<file path="config.mk">
export PLATFORM = sky130hd
export DESIGN_NAME = rsa_stream_host_flat
export DESIGN_NICKNAME = d
export VERILOG_FILES = /design/src/rtl/rsa_stream_host_if.sv /design/src/rtl/rsa_stream_host.sv /design/src/flat_wrapper.sv
export SDC_FILE = /design/constraint.sdc
export NUM_CORES = 1
export LEC_CHECK = 0
export BUFFER_PORTS_ARGS = -buffer_cell sky130_fd_sc_hd__buf_4
export CELL_PAD_IN_SITES_DETAIL_PLACEMENT = 1
export CELL_PAD_IN_SITES_GLOBAL_PLACEMENT = 2
export CORE_ASPECT_RATIO = 1.75
export CORE_UTILIZATION = 34
export DETAILED_ROUTE_END_ITERATION = 10
export PLACE_DENSITY = 0.91
export SLEW_MARGIN = 25
export SYNTH_ARGS = -nofsm -noshare
export SYNTH_HDL_FRONTEND = slang
export SYNTH_SLANG_ARGS = --single-unit
</file>
<file path="constraint.sdc">
create_clock -name clk -period 12.8 [get_ports clk]
set_input_delay 1.92 -clock clk [delete_from_list [all_inputs] [get_ports clk]]
set_output_delay 1.92 -clock clk [all_outputs]
set_load 0.1 [all_outputs]
</file>
<file path="src/rtl/rsa_stream_host_if.sv">
// Handshake bundle between the RSA stream host and its job/operand/accelerator/result peers.
interface rsa_stream_host_if #(
  parameter int FDW = 32,
  parameter int K   = 128
);
  logic           clr;
  logic           job_go;
  logic           job_busy;
  logic           job_done;
  logic           op_vld;
  logic           op_rdy;
  logic [K-1:0]   op_data;
  logic           acc_start;
  logic           acc_rdy;
  logic           acc_vld;
  logic [FDW-1:0] acc_dout;
  logic           res_vld;
  logic           res_rdy;
  logic [FDW-1:0] res_din;
  logic           out_vld;
  logic           out_rdy;
  logic [K-1:0]   out_data;
  logic           out_last;
  logic           err;

  modport slave (
    input  clr, job_go, op_vld, op_data, acc_rdy, res_vld, res_din, out_rdy,
    output job_busy, job_done, op_rdy, acc_start, acc_vld, acc_dout,
           res_rdy, out_vld, out_data, out_last, err
  );

  modport master (
    output clr, job_go, op_vld, op_data, acc_rdy, res_vld, res_din, out_rdy,
    input  job_busy, job_done, op_rdy, acc_start, acc_vld, acc_dout,
           res_rdy, out_vld, out_data, out_last, err
  );
endinterface

</file>
<file path="src/rtl/rsa_stream_host.sv">
// Streams N K-bit operands to an FDW-wide accelerator and reassembles N K-bit results.
// Optional RECV watchdog: define RSA_HOST_TIMEOUT_EN.
module rsa_stream_host #(
  parameter int FDW = 32,
  parameter int K   = 128,
  parameter int N   = 16
) (
  input  logic                 clk,
  input  logic                 rst,
  rsa_stream_host_if.slave     bus
);
  localparam int W   = K / FDW;
  localparam int WCW = (W > 1) ? $clog2(W) : 1;
  localparam int OCW = $clog2(N + 1);
  localparam logic [WCW-1:0] WLAST = WCW'(W - 1);
  localparam logic [OCW-1:0] OLAST = OCW'(N - 1);

  typedef enum logic [1:0] {IDLE, SEND, RECV} state_t;

  state_t          r_state, w_next;
  logic [K-1:0]    r_tx, r_rx, w_rx_nxt;
  logic            r_tx_full, r_out_vld, r_out_last, r_start, r_done;
  logic [WCW-1:0]  r_twc, r_rwc;
  logic [OCW-1:0]  r_opc, r_resc;
  logic            w_op_hs, w_acc_hs, w_res_hs, w_out_hs;
  logic            w_tx_last, w_rx_last, w_to, w_go;

  assign w_op_hs   = bus.op_vld  & bus.op_rdy;
  assign w_acc_hs  = bus.acc_vld & bus.acc_rdy;
  assign w_res_hs  = bus.res_vld & bus.res_rdy;
  assign w_out_hs  = bus.out_vld & bus.out_rdy;
  assign w_tx_last = w_acc_hs && (r_twc == WLAST);
  assign w_rx_last = w_res_hs && (r_rwc == WLAST);
  assign w_go      = (r_state == IDLE) && bus.job_go;

  assign bus.op_rdy    = (r_state == SEND) && !r_tx_full;
  assign bus.acc_vld   = (r_state == SEND) && r_tx_full;
  assign bus.acc_dout  = r_tx[FDW-1:0];
  assign bus.res_rdy   = (r_state == RECV) && !r_out_vld;
  assign bus.out_vld   = r_out_vld;
  assign bus.out_data  = r_rx;
  assign bus.out_last  = r_out_last;
  assign bus.acc_start = r_start;
  assign bus.job_done  = r_done;
  assign bus.job_busy  = (r_state != IDLE);

  // New words enter at the MSB end so the first word lands least significant.
  generate
    if (W > 1) begin : g_rx_shift
      assign w_rx_nxt = {bus.res_din, r_rx[K-1:FDW]};
    end else begin : g_rx_word
      assign w_rx_nxt = bus.res_din;
    end
  endgenerate

`ifdef RSA_HOST_TIMEOUT_EN
  logic [15:0] r_wd;
  logic        r_err;

  always_ff @(posedge clk or posedge rst) begin
    if (rst) begin
      r_wd  <= '0;
      r_err <= 1'b0;
    end else if (bus.clr) begin
      r_wd  <= '0;
      r_err <= 1'b0;
    end else begin
      r_err <= w_to;
      if (r_state != RECV || w_res_hs || w_out_hs) r_wd <= '0;
      else                                          r_wd <= r_wd + 16'd1;
    end
  end

  // Fires on the 65535th consecutive cycle without any result-side progress.
  assign w_to    = (r_state == RECV) && !w_res_hs && !w_out_hs && (r_wd == 16'hFFFE);
  assign bus.err = r_err;
`else
  assign w_to    = 1'b0;
  assign bus.err = 1'b0;
`endif

  always_ff @(posedge clk or posedge rst) begin
    if (rst)          r_state <= IDLE;
    else if (bus.clr) r_state <= IDLE;
    else              r_state <= w_next;
  end

  always_comb begin
    w_next = r_state;
    case (r_state)
      IDLE:    if (bus.job_go) w_next = SEND;
      SEND:    if (w_tx_last && (r_opc == OLAST)) w_next = RECV;
      RECV: begin
        if (w_out_hs && r_out_last) w_next = IDLE;
        else if (w_to)              w_next = IDLE;
      end
      default: w_next = IDLE;
    endcase
  end

  always_ff @(posedge clk or posedge rst) begin
    if (rst) begin
      r_tx       <= '0;
      r_rx       <= '0;
      r_tx_full  <= 1'b0;
      r_out_vld  <= 1'b0;
      r_out_last <= 1'b0;
      r_start    <= 1'b0;
      r_done     <= 1'b0;
      r_twc      <= '0;
      r_rwc      <= '0;
      r_opc      <= '0;
      r_resc     <= '0;
    end else if (bus.clr) begin
      r_tx       <= '0;
      r_rx       <= '0;
      r_tx_full  <= 1'b0;
      r_out_vld  <= 1'b0;
      r_out_last <= 1'b0;
      r_start    <= 1'b0;
      r_done     <= 1'b0;
      r_twc      <= '0;
      r_rwc      <= '0;
      r_opc      <= '0;
      r_resc     <= '0;
    end else begin
      r_start <= w_go;
      r_done  <= (r_state == RECV) && w_out_hs && r_out_last;

      if (w_go) begin
        r_tx_full <= 1'b0;
        r_twc     <= '0;
        r_rwc     <= '0;
        r_opc     <= '0;
        r_resc    <= '0;
      end

      if (w_op_hs) begin
        r_tx      <= bus.op_data;
        r_tx_full <= 1'b1;
      end else if (w_acc_hs) begin
        r_tx  <= r_tx >> FDW;
        r_twc <= w_tx_last ? '0 : r_twc + 1'b1;
        if (w_tx_last) begin
          r_tx_full <= 1'b0;
          r_opc     <= r_opc + 1'b1;
        end
      end

      if (w_res_hs) begin
        r_rx  <= w_rx_nxt;
        r_rwc <= w_rx_last ? '0 : r_rwc + 1'b1;
        if (w_rx_last) begin
          r_out_vld  <= 1'b1;
          r_out_last <= (r_resc == OLAST);
        end
      end

      if (w_out_hs || w_to) begin
        r_out_vld  <= 1'b0;
        r_out_last <= 1'b0;
        if (w_out_hs) r_resc <= r_resc + 1'b1;
      end
    end
  end
endmodule
</file>
<file path="src/flat_wrapper.sv">
// flat-port wrapper written by rule: the top's interface ports become plain ports
module rsa_stream_host_flat 
#(
  parameter int FDW = 32,
  parameter int K   = 128,
  parameter int N   = 16
)
  (clk, rst, bus_clr, bus_job_go, bus_op_vld, bus_op_data, bus_acc_rdy, bus_res_vld, bus_res_din, bus_out_rdy, bus_job_busy, bus_job_done, bus_op_rdy, bus_acc_start, bus_acc_vld, bus_acc_dout, bus_res_rdy, bus_out_vld, bus_out_data, bus_out_last, bus_err);
  rsa_stream_host_if #(.FDW(FDW), .K(K)) bus_i ();
  input  logic clk;
  input  logic rst;
  input wire logic [$bits(bus_i.clr)-1:0] bus_clr;
  input wire logic [$bits(bus_i.job_go)-1:0] bus_job_go;
  input wire logic [$bits(bus_i.op_vld)-1:0] bus_op_vld;
  input wire logic [$bits(bus_i.op_data)-1:0] bus_op_data;
  input wire logic [$bits(bus_i.acc_rdy)-1:0] bus_acc_rdy;
  input wire logic [$bits(bus_i.res_vld)-1:0] bus_res_vld;
  input wire logic [$bits(bus_i.res_din)-1:0] bus_res_din;
  input wire logic [$bits(bus_i.out_rdy)-1:0] bus_out_rdy;
  output wire logic [$bits(bus_i.job_busy)-1:0] bus_job_busy;
  output wire logic [$bits(bus_i.job_done)-1:0] bus_job_done;
  output wire logic [$bits(bus_i.op_rdy)-1:0] bus_op_rdy;
  output wire logic [$bits(bus_i.acc_start)-1:0] bus_acc_start;
  output wire logic [$bits(bus_i.acc_vld)-1:0] bus_acc_vld;
  output wire logic [$bits(bus_i.acc_dout)-1:0] bus_acc_dout;
  output wire logic [$bits(bus_i.res_rdy)-1:0] bus_res_rdy;
  output wire logic [$bits(bus_i.out_vld)-1:0] bus_out_vld;
  output wire logic [$bits(bus_i.out_data)-1:0] bus_out_data;
  output wire logic [$bits(bus_i.out_last)-1:0] bus_out_last;
  output wire logic [$bits(bus_i.err)-1:0] bus_err;
  assign bus_i.clr = bus_clr;
  assign bus_i.job_go = bus_job_go;
  assign bus_i.op_vld = bus_op_vld;
  assign bus_i.op_data = bus_op_data;
  assign bus_i.acc_rdy = bus_acc_rdy;
  assign bus_i.res_vld = bus_res_vld;
  assign bus_i.res_din = bus_res_din;
  assign bus_i.out_rdy = bus_out_rdy;
  assign bus_job_busy = bus_i.job_busy;
  assign bus_job_done = bus_i.job_done;
  assign bus_op_rdy = bus_i.op_rdy;
  assign bus_acc_start = bus_i.acc_start;
  assign bus_acc_vld = bus_i.acc_vld;
  assign bus_acc_dout = bus_i.acc_dout;
  assign bus_res_rdy = bus_i.res_rdy;
  assign bus_out_vld = bus_i.out_vld;
  assign bus_out_data = bus_i.out_data;
  assign bus_out_last = bus_i.out_last;
  assign bus_err = bus_i.err;
  rsa_stream_host #(.FDW(FDW), .K(K), .N(N)) u_core (.clk(clk), .rst(rst), .bus(bus_i));
endmodule
</file>
---- Word-level counts from Yosys, hierarchy flattened ----
Index checks and enable logic that the tools add are counted.
word-level totals
  flip-flop bits (word level) ............. 277
  input bits .............................. 168
  output and inout bits ................... 169
  logic and storage cells ................. 93
operators by class
  $add $sub $neg .......................... 4
  equality and inequality tests ........... 9
  muxes and demuxes ....................... 42
  bitwise operators ....................... 4
  reduce and logical (&&, ||, !) cells .... 22
operators with widths
  cell                                                             number
  128-bit two-way mux                                              5
  5-bit two-way mux                                                8
  2-bit two-way mux                                                13
  1-bit two-way mux                                                15
  3-bit nonzero test                                               5
  5-bit by 1-bit adder with 5-bit output, second input constant    2
  5-bit by 4-bit == test with 1-bit output, second input constant  2
  1-bit logical AND                                                10
  3-bit != test, second input constant                             3
  2-bit == test, second input constant                             3
  2-bit case mux with 3 select lines                               1
  2-bit by 1-bit adder with 2-bit output, second input constant    2
  1-bit AND                                                        4
  2-bit nonzero test                                               2
  3-bit AND reduction                                              1
  2-bit by 1-bit == test with 1-bit output, second input constant  1
  1-bit zero test                                                  2
  2-bit zero test                                                  1
  2-bit AND reduction                                              1

---- Depth between registers and ports, before layout ----
  depth after elaboration ................. 8
  gate-level depth with buffers ........... 7
  mapped depth without buffers ............ 5

---- Worst setup path after synthesis ----
Ideal clock, no wire load.
  path type ............................... register to output
  from .................................... register u_core.r_state[0]
  to ...................................... output port bus_op_rdy
  data arrival time ....................... 2.790 ns
  required time ........................... 10.880 ns
  path slack .............................. 8.090 ns
  stages on the path, launching flop included .. 3
  buffers on the path ..................... 1
  cells stage by stage .................... dfrtp_1 -> buf_2 -> nor3b_1
on the way
  longest elaborated chain between the ends .. 2
ends and longest elaborated chain
  what                                      RTL line               RTL
  from (decl)                               rsa_stream_host.sv:20  state_t r_state, w_next;
  from (signal assigned)                    rsa_stream_host.sv:85  else r_state <= w_next;
  2-bit by 1-bit == test with 1-bit output  rsa_stream_host.sv:36  assign bus.op_rdy = (r_state == SEND) && !r_tx_full;
  1-bit logical AND                         rsa_stream_host.sv:36
  to (decl)                                 flat_wrapper.sv:22     output wire logic [$bits(bus_i.op_rdy)-1:0] bus_op_rdy;
Every way passes these cells.

---- Worst setup path after layout ----
  from .................................... input port bus_op_vld
  to ...................................... register u_core.r_tx[20]
on the way
  longest elaborated chain between the ends .. 3
  elaborated cells on any way between the ends .. 4
  those cells by class .................... 2 x mux; 1 x bitwise; 1 x reduce/logical
ends and longest elaborated chain
  what                  RTL line                RTL
  from (decl)           flat_wrapper.sv:14      input wire logic [$bits(bus_i.op_vld)-1:0] bus_op_vld;
  1-bit AND (*)         rsa_stream_host.sv:28   assign w_op_hs = bus.op_vld & bus.op_rdy;
  128-bit two-way mux   rsa_stream_host.sv:138  if (w_op_hs) begin
  128-bit two-way mux   rsa_stream_host.sv:114  end else if (bus.clr) begin
  to (signal assigned)  rsa_stream_host.sv:139  r_tx <= bus.op_data;
  to (signal assigned)  rsa_stream_host.sv:142  r_tx <= r_tx >> FDW;
  to (decl)             rsa_stream_host.sv:21   logic [K-1:0] r_tx, r_rx, w_rx_nxt;
Every way passes the cells marked *; elsewhere a longest branch is shown, timed or not.
A chain may end at the register's enable or synchronous reset.

==> flow_metrics.tcl <==
set metrics [dict create \
    timing.max_cap.violations 0 \
    final-max-slew-violation-count 0 \
    timing_worst_slew_pin_value_ns 0.942 \
    synth_top_area_cell "sky130_fd_sc_hd__dfrtp_1" \
    crit_required_ns 13.25 \
    grt_start_max_net_pins 105 \
    synth_edf_count 0 \
    dr_total_vias 9219 \
    initial_utilization_pct 34.5 \
    floorplan.core_area_mm2 0.0352 \
    synth_top_cells_by_area "sky130_fd_sc_hd__dfrtp_1, sky130_fd_sc_hd__a22o_1, sky130_fd_sc_hd__mux2i_1, sky130_fd_sc_hd__nand4_1, sky130_fd_sc_hd__o31ai_1" \
    outcome "finished, final reports clean" \
    highest_count_cells_in_the_layout_ignoring_fill_and_taps "sky130_fd_sc_hd__buf_4, sky130_fd_sc_hd__dfrtp_1, sky130_fd_sc_hd__a22o_1, sky130_fd_sc_hd__mux2i_1, sky130_fd_sc_hd__nand4_1" \
    antenna_violations_before_repair 1 \
    ctsResizeCount 0 \
    num_rows 91 \
    cts_post_setup_buffers_inserted 0 \
    final-hold-violation-count 0 \
    share_of_post_route_cells_with_drive_strength_above_1_pct 35.7 \
    cp_slowest_stage_delay_ns 0.80 \
    die_width_um 145 \
    async_flop_share_pct 100 \
    post_drt_wl_per_cell_um 20.6 \
    cp_common_cell "sky130_fd_sc_hd__buf_4" \
    first_pass_grt_wire_length_mm 55.0 \
    sum_of_routed_wire_length_over_all_layers_mm 34.7 \
    synthesis.yosys.warnings 0 \
    reg2regPathDepth 5 \
    worst_skew_pair.late_latency_ns 0.55 \
    clkSlewWorstSetupHoldPaths_ns 0.06 \
    gpl_wtd_cong 0.785 \
    final_design_area_no_fill_mm2 0.0157 \
    dr.first_iter.drc_count 453 \
    gr-total-overflow 0 \
    crit_path_start_kind "input port" \
    vdd.ir_drop.worst_mv 0.101 \
    synth_cell_type_count 45 \
    maxSlewHeadroom_pct 37.2 \
    fin_nets 1374 \
    synth_area_mm2 0.0122 \
    cts_hold_buf 0 \
    postRouteAntennaNets 0 \
    dp_hpwl_mm 22.9 \
    worstReg2RegStart "u_core.r_state[0]$_DFFE_PP0P_" \
    fin_crit_sh_pct 30.8 \
    io-pin-count 337 \
    rr_endpoint "u_core.r_tx[20]$_DFFE_PP0P_" \
    floorplan.die.height_um 252 \
    drcViolationCount 0 \
    cts_bufs_inserted 28 \
    syn_to_final_growth_pct 29.0 \
    first_global_vias 9723 \
    global_route.usage.total_pct 18.6 \
    synthesis.instances 960 \
    unrepaired_setup_endpoints_after_global_routing "no" \
    io_buffers 335 \
    crit_path_end_kind "flop" \
    worst_setup_path_startpoint "bus_op_vld" \
    combinationalPowerShare_pct 11.0 \
    setup_viol 0 \
    mappedNetlistNets 1134 \
    switching_share_pct 25.3 \
    power.share.clock_pct 43.9 \
    power_report.internal_total_mw 1.51 \
    leakagePower_nw 7.37 \
    clock_sink_count 277 \
    cts.root.buffer_cell "sky130_fd_sc_hd__clkbuf_16" \
    post_drt_via_cell_ratio 5.46 \
    finalSetupTns_ns 0 \
    finalCriticalPeriod_ns 3.94 \
    achievable-frequency_mhz 254 \
    ctsHtreeMaxLevel 1 \
    min-delay-path-class "reg -> reg" \
    drt_pre_antenna_iters 4 \
    path_cells "buf_4 > nor4bb_4 > buf_4 > buf_4 > mux2i_1 > o31ai_1" \
    cp_slowest_cell "sky130_fd_sc_hd__buf_4" \
    synth.yosys.seq_area_share_pct 57.0 \
    yosys.area.top_type_share_pct 57.0 \
    power.sequential.fraction_pct 45.1 \
    endpoint "u_core.r_tx[20]$_DFFE_PP0P_" \
    die_area_mm2 0.0365 \
    final_common_cell "sky130_fd_sc_hd__buf_4" \
    cts_buffer_depth 3 \
    worstSetupPathType "in -> reg" \
    clock_skew_ns 0.0101 \
    cts_tree "yes" \
    ff2ff_setup_slack_ns 9.54 \
    cp_max_fanout 55 \
    post_synth.cell_area_avg_um2 12.7 \
    placedInstanceArea_mm2 0.0147 \
    power.net_switching_mw 0.511 \
    postSynth.topFlopCell "sky130_fd_sc_hd__dfrtp_1" \
    critical_path_arrival_ns 4.39 \
    power_per_cell_area_mw_per_mm2 129 \
    synth.ff_latch_count 277 \
]
flip-flops by register name, summed over array words and instances (netlist names), 2 cells and up:
register	cells
u_core.r_twc	2
u_core.r_tx	128
u_core.r_resc	5
u_core.r_rwc	2
u_core.bus.out_data	128
u_core.r_state	2
u_core.r_opc	5
Yosys cell counts (2+ instances only):
library cell,instances
sky130_fd_sc_hd__nand4b_1,2
sky130_fd_sc_hd__o211ai_1,4
sky130_fd_sc_hd__a32o_1,2
sky130_fd_sc_hd__nand4_1,97
sky130_fd_sc_hd__buf_1,11
sky130_fd_sc_hd__buf_4,34
sky130_fd_sc_hd__nand3_1,12
sky130_fd_sc_hd__nand4bb_1,2
sky130_fd_sc_hd__buf_2,42
sky130_fd_sc_hd__nor2b_1,2
sky130_fd_sc_hd__a21oi_1,10
sky130_fd_sc_hd__inv_1,5
sky130_fd_sc_hd__buf_6,7
sky130_fd_sc_hd__ha_1,6
sky130_fd_sc_hd__a22o_1,159
sky130_fd_sc_hd__nor2_1,9
sky130_fd_sc_hd__mux2i_1,97
sky130_fd_sc_hd__nor3b_1,2
sky130_fd_sc_hd__o31ai_1,67
sky130_fd_sc_hd__o31ai_2,29
sky130_fd_sc_hd__clkbuf_1,45
sky130_fd_sc_hd__and3_1,3
sky130_fd_sc_hd__o21ai_0,3
sky130_fd_sc_hd__or2_2,3
sky130_fd_sc_hd__nor3_1,3
sky130_fd_sc_hd__a31oi_1,3
sky130_fd_sc_hd__or3_1,4
sky130_fd_sc_hd__dfrtp_1,277
sky130_fd_sc_hd__nand2_1,4
power by group through the flow:
stage	clock (mW)	sequential (mW)	combinational [mW]
final	0.887	0.912	0.222
after CTS	0.913	0.912	0.224
after floorplan	0	0.924	0.158
after detailed placement	0	0.928	0.223
after global placement	0	0.927	0.219
after global routing	0.940	0.914	0.238
worst max-delay path, delay by kind of cell:
family / cells / cell delay [ns]
muxes: 1 / 0.17
and+or+nand+nor: 1 / 0.33
AOI/OAI and AO/OA: 1 / 0.26
buffers and inverters: 3 / 1.63
stage by stage:
stage	worst slack, ns	instances	power [mW]	hold WS, ns	util, %
6_report	8.86	1687	2.02	0.504	44.6
5_1_grt	8.74	1687	2.09	0.515	44.6
4_1_cts	8.88	1686	2.05	0.507	44.5
3_5_place_dp	8.29	1635	1.15	0.490	41.7
3_3_place_gp	8.40	1635	1.15	0.486	41.7
2_1_floorplan	3.24	960	1.08	0.467	-
worst min path at each step:
stage / startpoint / to / depth (start not counted)
3_3_place_gp: u_core.r_tx[98]$_DFFE_PP0P_ / u_core.r_tx[98]$_DFFE_PP0P_ / 1
5_1_grt: u_core.bus.out_data[2]$_DFFE_PP0P_ / u_core.bus.out_data[2]$_DFFE_PP0P_ / 1
3_5_place_dp: u_core.r_tx[105]$_DFFE_PP0P_ / u_core.r_tx[105]$_DFFE_PP0P_ / 1
6_report: u_core.r_tx[119]$_DFFE_PP0P_ / u_core.r_tx[119]$_DFFE_PP0P_ / 1
4_1_cts: u_core.r_tx[123]$_DFFE_PP0P_ / u_core.r_tx[123]$_DFFE_PP0P_ / 1
2_1_floorplan: u_core.r_opc[2]$_DFF_PP0_ / u_core.r_opc[2]$_DFF_PP0_ / 1
per-layer routing:
metal | GRT usage, % | wire (µm) | up-vias
li1 | - | - | 4171
met4 | 7.39 | 1220 | 0
met1 | 21.7 | 13600 | 4685
met3 | 4.58 | 2380 | 58
met2 | 32.4 | 17500 | 305
met5 | 0 | 0 | -
cells by family after synthesis:
logic type / synth area share, %
compound gates: 20.0
flops: 57.0
simple gates: 7.91
buf+inv: 6.39
mux: 7.99
fa+ha+maj: 0.618
other cells: 0.0309
cell type report:
class | instances | area, µm²
tap | 465 | 582
fill | 3672 | 19500
inverter | 6 | 30.0
sequential | 277 | 6930
timing repair buffer | 349 | 2640
antenna | 1 | 2.50
clock inverter | 11 | 186
multi-input combinational | 538 | 4510
clock buffer | 40 | 807
Note: power is estimated with default switching activity, not from simulation.
